File: src/rtl/spi_master_ctrl.sv
// ---------------------------------------------------------------------------
// spi_master_ctrl
//
// Host-side SPI master. It turns host commands into serial frames on
// MOSI/SS_n, one bit per clk. For a read-data command it captures the byte
// the slave returns on MISO. That byte goes back to the host with a
// one-cycle rsp_valid pulse.
//
// Frame word W[9:0] = {cmd_type, cmd_data}. For type 2'b11, W[7:0] is forced
// to 8'h00.
//
// State sequence:
//   IDLE -> LEAD -> SHIFT -> (type 11: WAIT -> CAPT) -> END -> GAP -> IDLE
//
// SS_n is low for LEAD, SHIFT, WAIT and CAPT:
//   11 cycles for types 00/01/10
//   19+RD_WAIT cycles for type 11
//
// Parameters
//   RD_WAIT : idle cycles between the last MOSI bit of a read-data frame and
//             the first MISO sample
//   SS_GAP  : cycles SS_n stays high between frames, counting END (>= 1)
//
// Ports
//   clk        in   system clock, all logic on posedge
//   rst_n      in   synchronous active-low reset
//   cmd_valid  in   host command request
//   cmd_ready  out  a command is accepted at the next edge if cmd_valid
//   cmd_type   in   00 wr-addr, 01 wr-data, 10 rd-addr, 11 rd-data
//   cmd_data   in   address/data byte (ignored for type 11)
//   rsp_valid  out  one-cycle pulse, rsp_data holds a new read byte
//   rsp_data   out  last byte captured from MISO
//   busy       out  high from acceptance until the inter-frame gap elapsed
//   MOSI       out  serial data to slave, MSB first
//   SS_n       out  slave select, active low
//   MISO       in   serial data from slave
// ---------------------------------------------------------------------------
module spi_master_ctrl #(
    parameter int RD_WAIT = 2,
    parameter int SS_GAP  = 1
) (
    input  logic       clk,
    input  logic       rst_n,
    input  logic       cmd_valid,
    output logic       cmd_ready,
    input  logic [1:0] cmd_type,
    input  logic [7:0] cmd_data,
    output logic       rsp_valid,
    output logic [7:0] rsp_data,
    output logic       busy,
    output logic       MOSI,
    output logic       SS_n,
    input  logic       MISO
);

    // One down-counter is shared by SHIFT, WAIT, CAPT and GAP. It must hold
    // the largest reload value any of them needs.
    localparam int CNT_MAX0 = (RD_WAIT > SS_GAP) ? RD_WAIT : SS_GAP;
    localparam int CNT_MAX  = (CNT_MAX0 > 10) ? CNT_MAX0 : 10;
    localparam int CNT_W    = $clog2(CNT_MAX + 1);

    typedef enum logic [2:0] {
        S_IDLE  = 3'd0,
        S_LEAD  = 3'd1,
        S_SHIFT = 3'd2,
        S_WAIT  = 3'd3,
        S_CAPT  = 3'd4,
        S_END   = 3'd5,
        S_GAP   = 3'd6
    } state_t;

    // -----------------------------------------------------------------------
    // Control state
    // -----------------------------------------------------------------------
    state_t           state_q, state_d;
    logic [CNT_W-1:0] cnt_q,   cnt_d;
    logic [9:0]       word_q,  word_d;
    // Only the first seven MISO bits are stored here. The eighth bit is
    // taken straight from MISO on the edge that closes the last CAPT cycle.
    logic [6:0]       rx_q,    rx_d;

    // -----------------------------------------------------------------------
    // Registered outputs
    // -----------------------------------------------------------------------
    logic       ss_n_q,      ss_n_d;
    logic       mosi_q,      mosi_d;
    logic       cmd_ready_q, cmd_ready_d;
    logic       busy_q,      busy_d;
    logic       rsp_valid_q, rsp_valid_d;
    logic [7:0] rsp_data_q,  rsp_data_d;

    logic       accept;
    logic [9:0] frame_word;
    logic       in_frame_d;
    logic       last_gap_d;

    // cmd_ready is registered, so a handshake uses the value visible to the
    // host during the current cycle.
    assign accept     = cmd_valid && cmd_ready_q;
    assign frame_word = {cmd_type, (cmd_type == 2'b11) ? 8'h00 : cmd_data};

    // -----------------------------------------------------------------------
    // State register
    // -----------------------------------------------------------------------
    always_ff @(posedge clk) begin
        if (!rst_n) begin
            state_q <= S_IDLE;
            cnt_q   <= '0;
            word_q  <= '0;
            rx_q    <= '0;
        end else begin
            state_q <= state_d;
            cnt_q   <= cnt_d;
            word_q  <= word_d;
            rx_q    <= rx_d;
        end
    end

    // -----------------------------------------------------------------------
    // Next-state logic
    // -----------------------------------------------------------------------
    always_comb begin
        state_d = state_q;
        cnt_d   = cnt_q;
        word_d  = word_q;
        rx_d    = rx_q;

        unique case (state_q)
            S_IDLE: begin
                if (accept) begin
                    state_d = S_LEAD;
                    word_d  = frame_word;
                end
            end

            S_LEAD: begin
                state_d = S_SHIFT;
                cnt_d   = CNT_W'(9);
            end

            S_SHIFT: begin
                if (cnt_q == '0) begin
                    if (word_q[9:8] == 2'b11) begin
                        if (RD_WAIT > 0) begin
                            state_d = S_WAIT;
                            cnt_d   = CNT_W'(RD_WAIT - 1);
                        end else begin
                            state_d = S_CAPT;
                            cnt_d   = CNT_W'(7);
                        end
                    end else begin
                        state_d = S_END;
                    end
                end else begin
                    cnt_d = cnt_q - 1'b1;
                end
            end

            S_WAIT: begin
                if (cnt_q == '0) begin
                    state_d = S_CAPT;
                    cnt_d   = CNT_W'(7);
                end else begin
                    cnt_d = cnt_q - 1'b1;
                end
            end

            S_CAPT: begin
                rx_d = {rx_q[5:0], MISO};
                if (cnt_q == '0) begin
                    state_d = S_END;
                end else begin
                    cnt_d = cnt_q - 1'b1;
                end
            end

            S_END: begin
                // END counts as the first gap cycle. With a one-cycle gap,
                // the next command can be taken directly from here.
                if (SS_GAP > 1) begin
                    state_d = S_GAP;
                    cnt_d   = CNT_W'(SS_GAP - 2);
                end else if (accept) begin
                    state_d = S_LEAD;
                    word_d  = frame_word;
                end else begin
                    state_d = S_IDLE;
                end
            end

            S_GAP: begin
                if (cnt_q == '0) begin
                    if (accept) begin
                        state_d = S_LEAD;
                        word_d  = frame_word;
                    end else begin
                        state_d = S_IDLE;
                    end
                end else begin
                    cnt_d = cnt_q - 1'b1;
                end
            end

            default: begin
                state_d = S_IDLE;
            end
        endcase
    end

    // -----------------------------------------------------------------------
    // Output logic
    // -----------------------------------------------------------------------
    // Outputs are decoded from the next state and then registered. Each
    // output therefore matches the state it belongs to during the same cycle.
    always_comb begin
        in_frame_d = (state_d == S_LEAD) || (state_d == S_SHIFT) ||
                     (state_d == S_WAIT) || (state_d == S_CAPT);

        // cmd_ready rises in the final gap cycle. This lets a held cmd_valid
        // start the next frame with no bubble beyond SS_GAP.
        last_gap_d = ((state_d == S_END) && (SS_GAP == 1)) ||
                     ((state_d == S_GAP) && (cnt_d == '0));

        ss_n_d      = !in_frame_d;
        cmd_ready_d = (state_d == S_IDLE) || last_gap_d;
        busy_d      = (state_d != S_IDLE);

        mosi_d = 1'b0;
        if (state_d == S_LEAD) begin
            // The lead cycle repeats the selector bit, so the slave can
            // decode read/write before the word itself starts.
            mosi_d = word_d[9];
        end else if (state_d == S_SHIFT) begin
            mosi_d = word_d[cnt_d[3:0]];
        end

        rsp_valid_d = (state_q == S_CAPT) && (state_d == S_END);
        rsp_data_d  = rsp_valid_d ? {rx_q, MISO} : rsp_data_q;
    end

    // -----------------------------------------------------------------------
    // Output registers
    // -----------------------------------------------------------------------
    always_ff @(posedge clk) begin
        if (!rst_n) begin
            ss_n_q      <= 1'b1;
            mosi_q      <= 1'b0;
            cmd_ready_q <= 1'b0;
            busy_q      <= 1'b0;
            rsp_valid_q <= 1'b0;
            rsp_data_q  <= 8'h00;
        end else begin
            ss_n_q      <= ss_n_d;
            mosi_q      <= mosi_d;
            cmd_ready_q <= cmd_ready_d;
            busy_q      <= busy_d;
            rsp_valid_q <= rsp_valid_d;
            rsp_data_q  <= rsp_data_d;
        end
    end

    assign SS_n      = ss_n_q;
    assign MOSI      = mosi_q;
    assign cmd_ready = cmd_ready_q;
    assign busy      = busy_q;
    assign rsp_valid = rsp_valid_q;
    assign rsp_data  = rsp_data_q;

endmodule

File: config.mk
export PLATFORM = sky130hd
export DESIGN_NAME = spi_master_ctrl
export DESIGN_NICKNAME = d
export VERILOG_FILES = /design/src/rtl/spi_master_ctrl.sv
export SDC_FILE = /design/constraint.sdc
export NUM_CORES = 1
export LEC_CHECK = 0
export CORE_MARGIN = 4
export CORE_UTILIZATION = 50
export CTS_CLUSTER_SIZE = 8
export DETAILED_ROUTE_END_ITERATION = 6
export MAX_ROUTING_LAYER = met4
export PLACE_DENSITY = 0.76
export SLEW_MARGIN = 20
export SYNTH_ARGS = -nofsm -noshare
export SYNTH_HDL_FRONTEND = slang
export SYNTH_SLANG_ARGS = --single-unit
File: constraint.sdc
create_clock -name clk -period 3.2 [get_ports clk]
set_clock_uncertainty 0.1 [all_clocks]
set_input_delay 0.64 -clock clk [delete_from_list [all_inputs] [get_ports clk]]
set_output_delay 0.64 -clock clk [all_outputs]
set_load 0.05 [all_outputs]
==> impl_metrics.py, run 1 <==
metrics = {
    "finish": {
        "syn2layout_area_growth_pct": 22.6,
        "final_common_cell": "dfxtp_1",
        "fin_area_um2": 2300,
        "final_cell_mix": "37 x dfxtp_1, 31 x nand2_1, 26 x clkdlybuf4s50_1",
        "n_antenna_cell": 0,
        "drive_above_1_share_pct": 9.88,
        "multi_input_area_um2": 1060,
        "num-fill-cells": 311,
        "fin_nets": 258,
        "regArea_um2": 741,
    },
    "grt": {
        "grt-ovfl-total": 0,
        "grt_pass1_vias": 1375,
        "gr-usage-all-layers_pct": 17.2,
        "top_usage_layer": "met1",
        "met3_usage_pct": 3.33,
        "grt_max_degree": 23,
        "antenna_found_initial": 0,
        "grt_pass1_wl_mm": 6.51,
        "grtUsageMet2_pct": 23.4,
        "met1_usage_pct": 24.3,
    },
    "yosys": {
        "yosysTopAreaCellShare_pct": 39.5,
        "synthTopCellsByArea": "dfxtp_1 40%, mux2i_1 8.0%, nand2_1 6.2%",
        "yosysTopAreaCell": "dfxtp_1",
        "synth_seq_cells": 37,
        "ys_warn_count": 0,
        "synth-async-reset-ratio_pct": 0,
        "synthCells": 214,
        "seq_area_frac_synth_pct": 39.5,
        "synth_top_flop_cell": "dfxtp_1",
        "synth_edf_count": 0,
        "synth_fp_nets": 230,
        "yosysUniqueCellTypes": 47,
        "synth_area_per_cell_um2": 8.76,
        "syn_area_um2": 1870,
    },
    "timing": {
        "fin_crit_sh_pct": 87.8,
        "fmax_mhz": 356,
        "period_minus_slack_ns": 2.81,
        "rsz0062_at_grt": "no",
        "hold_viol": 0,
        "fin_setup_tns_ns": 0,
        "setup_viol": 0,
        "finalMaxSlewViolations": 0,
        "slew_headroom_pct": 51.2,
        "tightest_slew_ns": 0.730,
    },
    "placed_design": {
        "dpl_cell_area_um2": 2200,
        "gp_routability_congestion": 0.864,
        "port_buffers": 26,
        "dp_hpwl_mm": 2.76,
    },
    "clock_tree": {
        "root_buffer": "clkbuf_8",
        "numClockSinks": 37,
        "cts_made_buffers": 5,
        "cts_tree": "done",
        "ctsResizeCount": 0,
        "cts_setup_buffers": 0,
        "cts-htree-levels": 2,
        "clock_latency_ns": 0.30,
        "path_clk_slew_ns": 0.08,
        "postCtsHoldBufs": 0,
        "clk_path_buf_depth": 2,
    },
    "run": {
        "maxCapViolations": 0,
    },
    "critical_path": {
        "cp.arrival_ns": 2.90,
        "criticalPathCategory": "reg2reg",
        "cp_max_fo": 6,
        "crit_path_start_kind": "register",
        "required_ns": 3.29,
        "end_kind": "register",
    },
    "status": {
        "status": "finished clean",
    },
    "power_and_ir_drop": {
        "power_uw": 1960,
        "total_leakage_power_uw": 0.000933,
        "power_density_nw_per_um2": 855,
        "irDropWorstVdd_mv": 0.520,
    },
    "floorplanning": {
        "io_pins": 27,
        "rows": 21,
        "core_um2": 3470,
        "start_util_pct": 54.0,
        "die_h_um": 69.2,
        "dieArea_um2": 4790,
        "die_x_um": 69.2,
    },
    "drt": {
        "wl_per_cell_um": 13.4,
        "drtIter0Drc": 164,
        "ant_nets": 0,
        "num_vias": 1594,
        "drtPass1Iterations": 4,
        "wirelength_mm": 3.88,
        "via_per_inst": 5.52,
        "drc": 0,
    },
    "hold_path": {
        "min_path_type": "reg2reg",
    },
}
[registers in the layout, indices dropped and copies added, names as in the netlist]
signal     count
busy           1
state_q        3
rx_q           7
SS_n           1
MOSI           1
rsp_valid      1
word_q        10
rsp_data       8
cnt_q          4
cmd_ready      1
[report_power, final]
part           internal, uW  total [uW]  switching, uW  leakage [uW]
registers               526         617           90.5      0.000300
logic                   460        1000            541      0.000582
clock network           174         346            172     0.0000512
total                  1160        1960            803      0.000933
[critical path, cell delays in order (launching register included)]
cell	delay, ns
dfxtp_1	0.42
inv_1	0.08
ha_1	0.21
nor3b_4	0.15
inv_1	0.12
ha_1	0.16
nand2b_1	0.10
nand3b_1	0.12
o221ai_4	0.32
mux4_1	0.60
a21oi_1	0.16
o21a_1	0.12
a31oi_1	0.03
[metal layers]
layer  vias to the layer above  share of wire (%)
met5                         -                  0
met4                         0                2.0
met3                         7                5.9
met2                        46                 44
met1                       724                 49
li1                        817                  -
[final timing paths]
kind | startpoint | slack [ns] | endpoint | cells past startpoint
setup / recovery | cnt_q[0] | 0.39 | MOSI | 12
hold / removal | rx_q[6] | 0.36 | rx_q[6] | 2
setup reg to reg | cnt_q[0] | 0.39 | MOSI | 12
hold reg to reg | rx_q[6] | 0.36 | rx_q[6] | 2
[synthesized netlist by cell type (2+ instances only)]
library cell / count
nor3_1: 2
dfxtp_1: 37
nand3_1: 6
nor2_1: 19
a221oi_1: 2
a21oi_1: 21
nand2b_1: 4
mux4_1: 2
nor2b_1: 2
buf_1: 3
clkbuf_1: 7
and2_1: 9
nand2_1: 31
o21ai_0: 4
a22o_1: 6
and3_1: 2
a211o_1: 2
and3b_1: 2
ha_1: 2
a211oi_1: 3
buf_2: 4
inv_1: 4
mux2i_1: 15
nor3b_1: 2
[cells by family (layout without fill, tap and decap cells)]
logic type | count (synthesis) | count (layout) | share of synthesized area [%]
fa+ha+maj | 2 | 2 | 1.33
mux | 18 | 18 | 11.4
xor+xnor | 2 | 2 | 0.935
simple gates | 87 | 87 | 24.0
flops | 37 | 37 | 39.5
compound gates | 49 | 49 | 18.8
buf+inv | 19 | 48 | 4.07
[through the flow]
stage | utilization, % | hold slack [ns] | instances | setup WS, ns
floorplan | - | 0.331 | 214 | 0.405
global placement | 63.5 | 0.341 | 281 | 0.347
detailed placement | 63.5 | 0.349 | 281 | 0.319
CTS | 66.3 | 0.359 | 289 | 0.395
global route | 66.3 | 0.371 | 289 | 0.226
finish | 66.3 | 0.359 | 289 | 0.391
[cell type report]
class,instances,share of cell area (%)
Inverter,5,0.817
Timing Repair Buffer,35,14.3
Clock inverter,2,0.599
Sequential cell,37,32.2
Multi-Input combinational cell,158,46.0
Tap cell,46,2.50
Clock buffer,6,3.59
Note: power is estimated with default switching activity, not from simulation.
==> run 2: changes to the inputs <==
CORE_MARGIN = 3   (was 4)
==> run 2 against run 1 <==
Critical endpoint unchanged; register-to-register slack worse by 0.07 ns; utilization unchanged; combinational power about the same; flip-flop and latch count stayed put; setup slack worse by 0.074 ns; first-iteration DRC count down 21%; fmax down 2.6%; largest cell class unchanged; total power decreased by 1.3%; design area stayed put.
==> impl_metrics.py, run 2 (synthesized netlist as in run 1, its figures left out) <==
metrics = {
    "status": {
        "status": "finished clean",
    },
    "finish": {
        "final_cell_mix": "37 x dfxtp_1, 31 x nand2_1, 26 x clkdlybuf4s50_1",
        "n_antenna_cell": 0,
        "largest_register_ffs": 10,
        "drive_above_1_share_pct": 9.88,
        "final_util_pct": 66.3,
        "num-fill-cells": 310,
        "final_cells": 289,
        "syn2layout_area_growth_pct": 22.6,
        "top_register": "word_q",
        "fin_nets": 258,
        "fin_area_um2": 2300,
        "final_common_cell": "dfxtp_1",
    },
    "placed_design": {
        "dp.cells": 281,
        "dpl_cell_area_um2": 2200,
        "dp_hpwl_mm": 2.75,
        "gp_routability_congestion": 0.896,
        "port_buffers": 26,
    },
    "critical_path": {
        "timing.rr.start": "cnt_q[0]",
        "timing.rr.end": "MOSI",
        "criticalPathCategory": "reg2reg",
        "required_ns": 3.29,
        "rrSetupSlack_ns": 0.32,
        "crit_path_start_kind": "register",
        "worst-path-buf-inv": 2,
        "cp.arrival_ns": 2.97,
        "critical_path_depth": 12,
        "cp_slowest_cell": "mux4_1",
        "critPathMaxStageDelay_ns": 0.60,
        "cp_max_fo": 7,
        "path_cells": "inv_1 -> ha_1 -> nor3b_4 -> inv_1 -> ha_1 -> nand2b_1 -> nand3b_1 -> o221ai_4 -> mux4_1 -> a21oi_1 -> o21a_1 -> a31oi_1",
        "end_kind": "register",
        "ff2ff_path_depth": 12,
        "cp_top_family": "compound AO/OA/AOI/OAI gates",
    },
    "drt": {
        "num_vias": 1561,
        "wirelength_mm": 3.78,
        "drtPass1Iterations": 4,
        "drtIter0Drc": 129,
        "drc": 0,
        "via_per_inst": 5.40,
        "ant_nets": 0,
        "wl_per_cell_um": 13.1,
    },
    "clock_tree": {
        "root_buffer": "clkbuf_8",
        "clock_latency_ns": 0.29,
        "cts_made_buffers": 5,
        "cts_setup_buffers": 0,
        "postCtsHoldBufs": 0,
        "numClockSinks": 37,
        "cts_tree": "done",
        "clk_path_buf_depth": 2,
        "cts-htree-levels": 2,
        "path_clk_slew_ns": 0.08,
        "ctsResizeCount": 0,
    },
    "hold_path": {
        "whs_path_depth": 2,
        "min_path_type": "reg2reg",
        "hold_path_end": "word_q[0]",
        "hold_start": "word_q[0]",
    },
    "timing": {
        "fin_setup_tns_ns": 0,
        "hold_viol": 0,
        "tightest_slew_ns": 0.736,
        "fin_crit_sh_pct": 90.1,
        "rsz0062_at_grt": "no",
        "period_minus_slack_ns": 2.88,
        "setup_viol": 0,
        "slew_headroom_pct": 50.9,
        "finalMaxSlewViolations": 0,
        "fmax_mhz": 347,
    },
    "floorplanning": {
        "die_h_um": 67.2,
        "rows": 21,
        "die_x_um": 67.2,
        "dieArea_um2": 4520,
        "start_util_pct": 54.0,
        "io_pins": 27,
        "core_um2": 3470,
    },
    "power_and_ir_drop": {
        "irDropWorstVdd_mv": 0.466,
        "total_leakage_power_uw": 0.000934,
        "power_uw": 1940,
        "power_density_nw_per_um2": 843,
    },
    "grt": {
        "gr-usage-all-layers_pct": 19.7,
        "grt_pass1_wl_mm": 6.52,
        "grt_max_degree": 23,
        "grt-ovfl-total": 0,
        "antenna_found_initial": 0,
        "grt_pass1_vias": 1421,
    },
    "run": {
        "maxCapViolations": 0,
    },
}
==> run 2: worst max-delay path by stage <==
stage	start	to	slack, ns
floorplan	cnt_q[0]	MOSI	0.41
global placement	cmd_valid	MOSI	0.29
detailed placement	cmd_valid	MOSI	0.26
CTS	cnt_q[0]	MOSI	0.32
global route	cnt_q[0]	MOSI	0.09
finish	cnt_q[0]	MOSI	0.32
==> run 2: tightest hold or removal path, stage by stage, from the launching register on <==
cell,delay [ns]
dfxtp_1,0.31
nand2_1,0.05
a21oi_1,0.05
==> run 2: power breakdown <==
group / leakage [uW] / internal (uW) / switching (uW)
sequential: 0.000300 / 526 / 89.0
combinational: 0.000582 / 447 / 533
clock: 0.0000512 / 174 / 168
total: 0.000934 / 1150 / 791
==> run 2: final cells by class <==
cell class | instances | area (um^2) | area share [%]
Clock buffer | 6 | 82.6 | 3.59
Clock inverter | 2 | 13.8 | 0.599
Inverter | 5 | 18.8 | 0.817
Multi-Input combinational cell | 158 | 1060 | 46.0
Sequential cell | 37 | 741 | 32.2
Tap cell | 46 | 57.6 | 2.50
Timing Repair Buffer | 35 | 328 | 14.3
==> run 2: stage by stage <==
stage          hold slack (ns)  setup WS [ns]
2_1_floorplan            0.331          0.405
3_5_place_dp             0.349          0.263
5_1_grt                  0.371         0.0882
3_3_place_gp             0.343          0.290
4_1_cts                  0.358          0.323
6_report                 0.356          0.317
==> run 2: per-layer routing <==
| layer | global-route usage [%] | wire [um] | vias to the layer above |
|---|---|---|---|
| li1 | - | - | 812 |
| met1 | 27.2 | 1910 | 708 |
| met2 | 27.5 | 1630 | 33 |
| met3 | 4.99 | 171 | 8 |
| met4 | 7.85 | 77 | 0 |
| met5 | - | 0 | - |
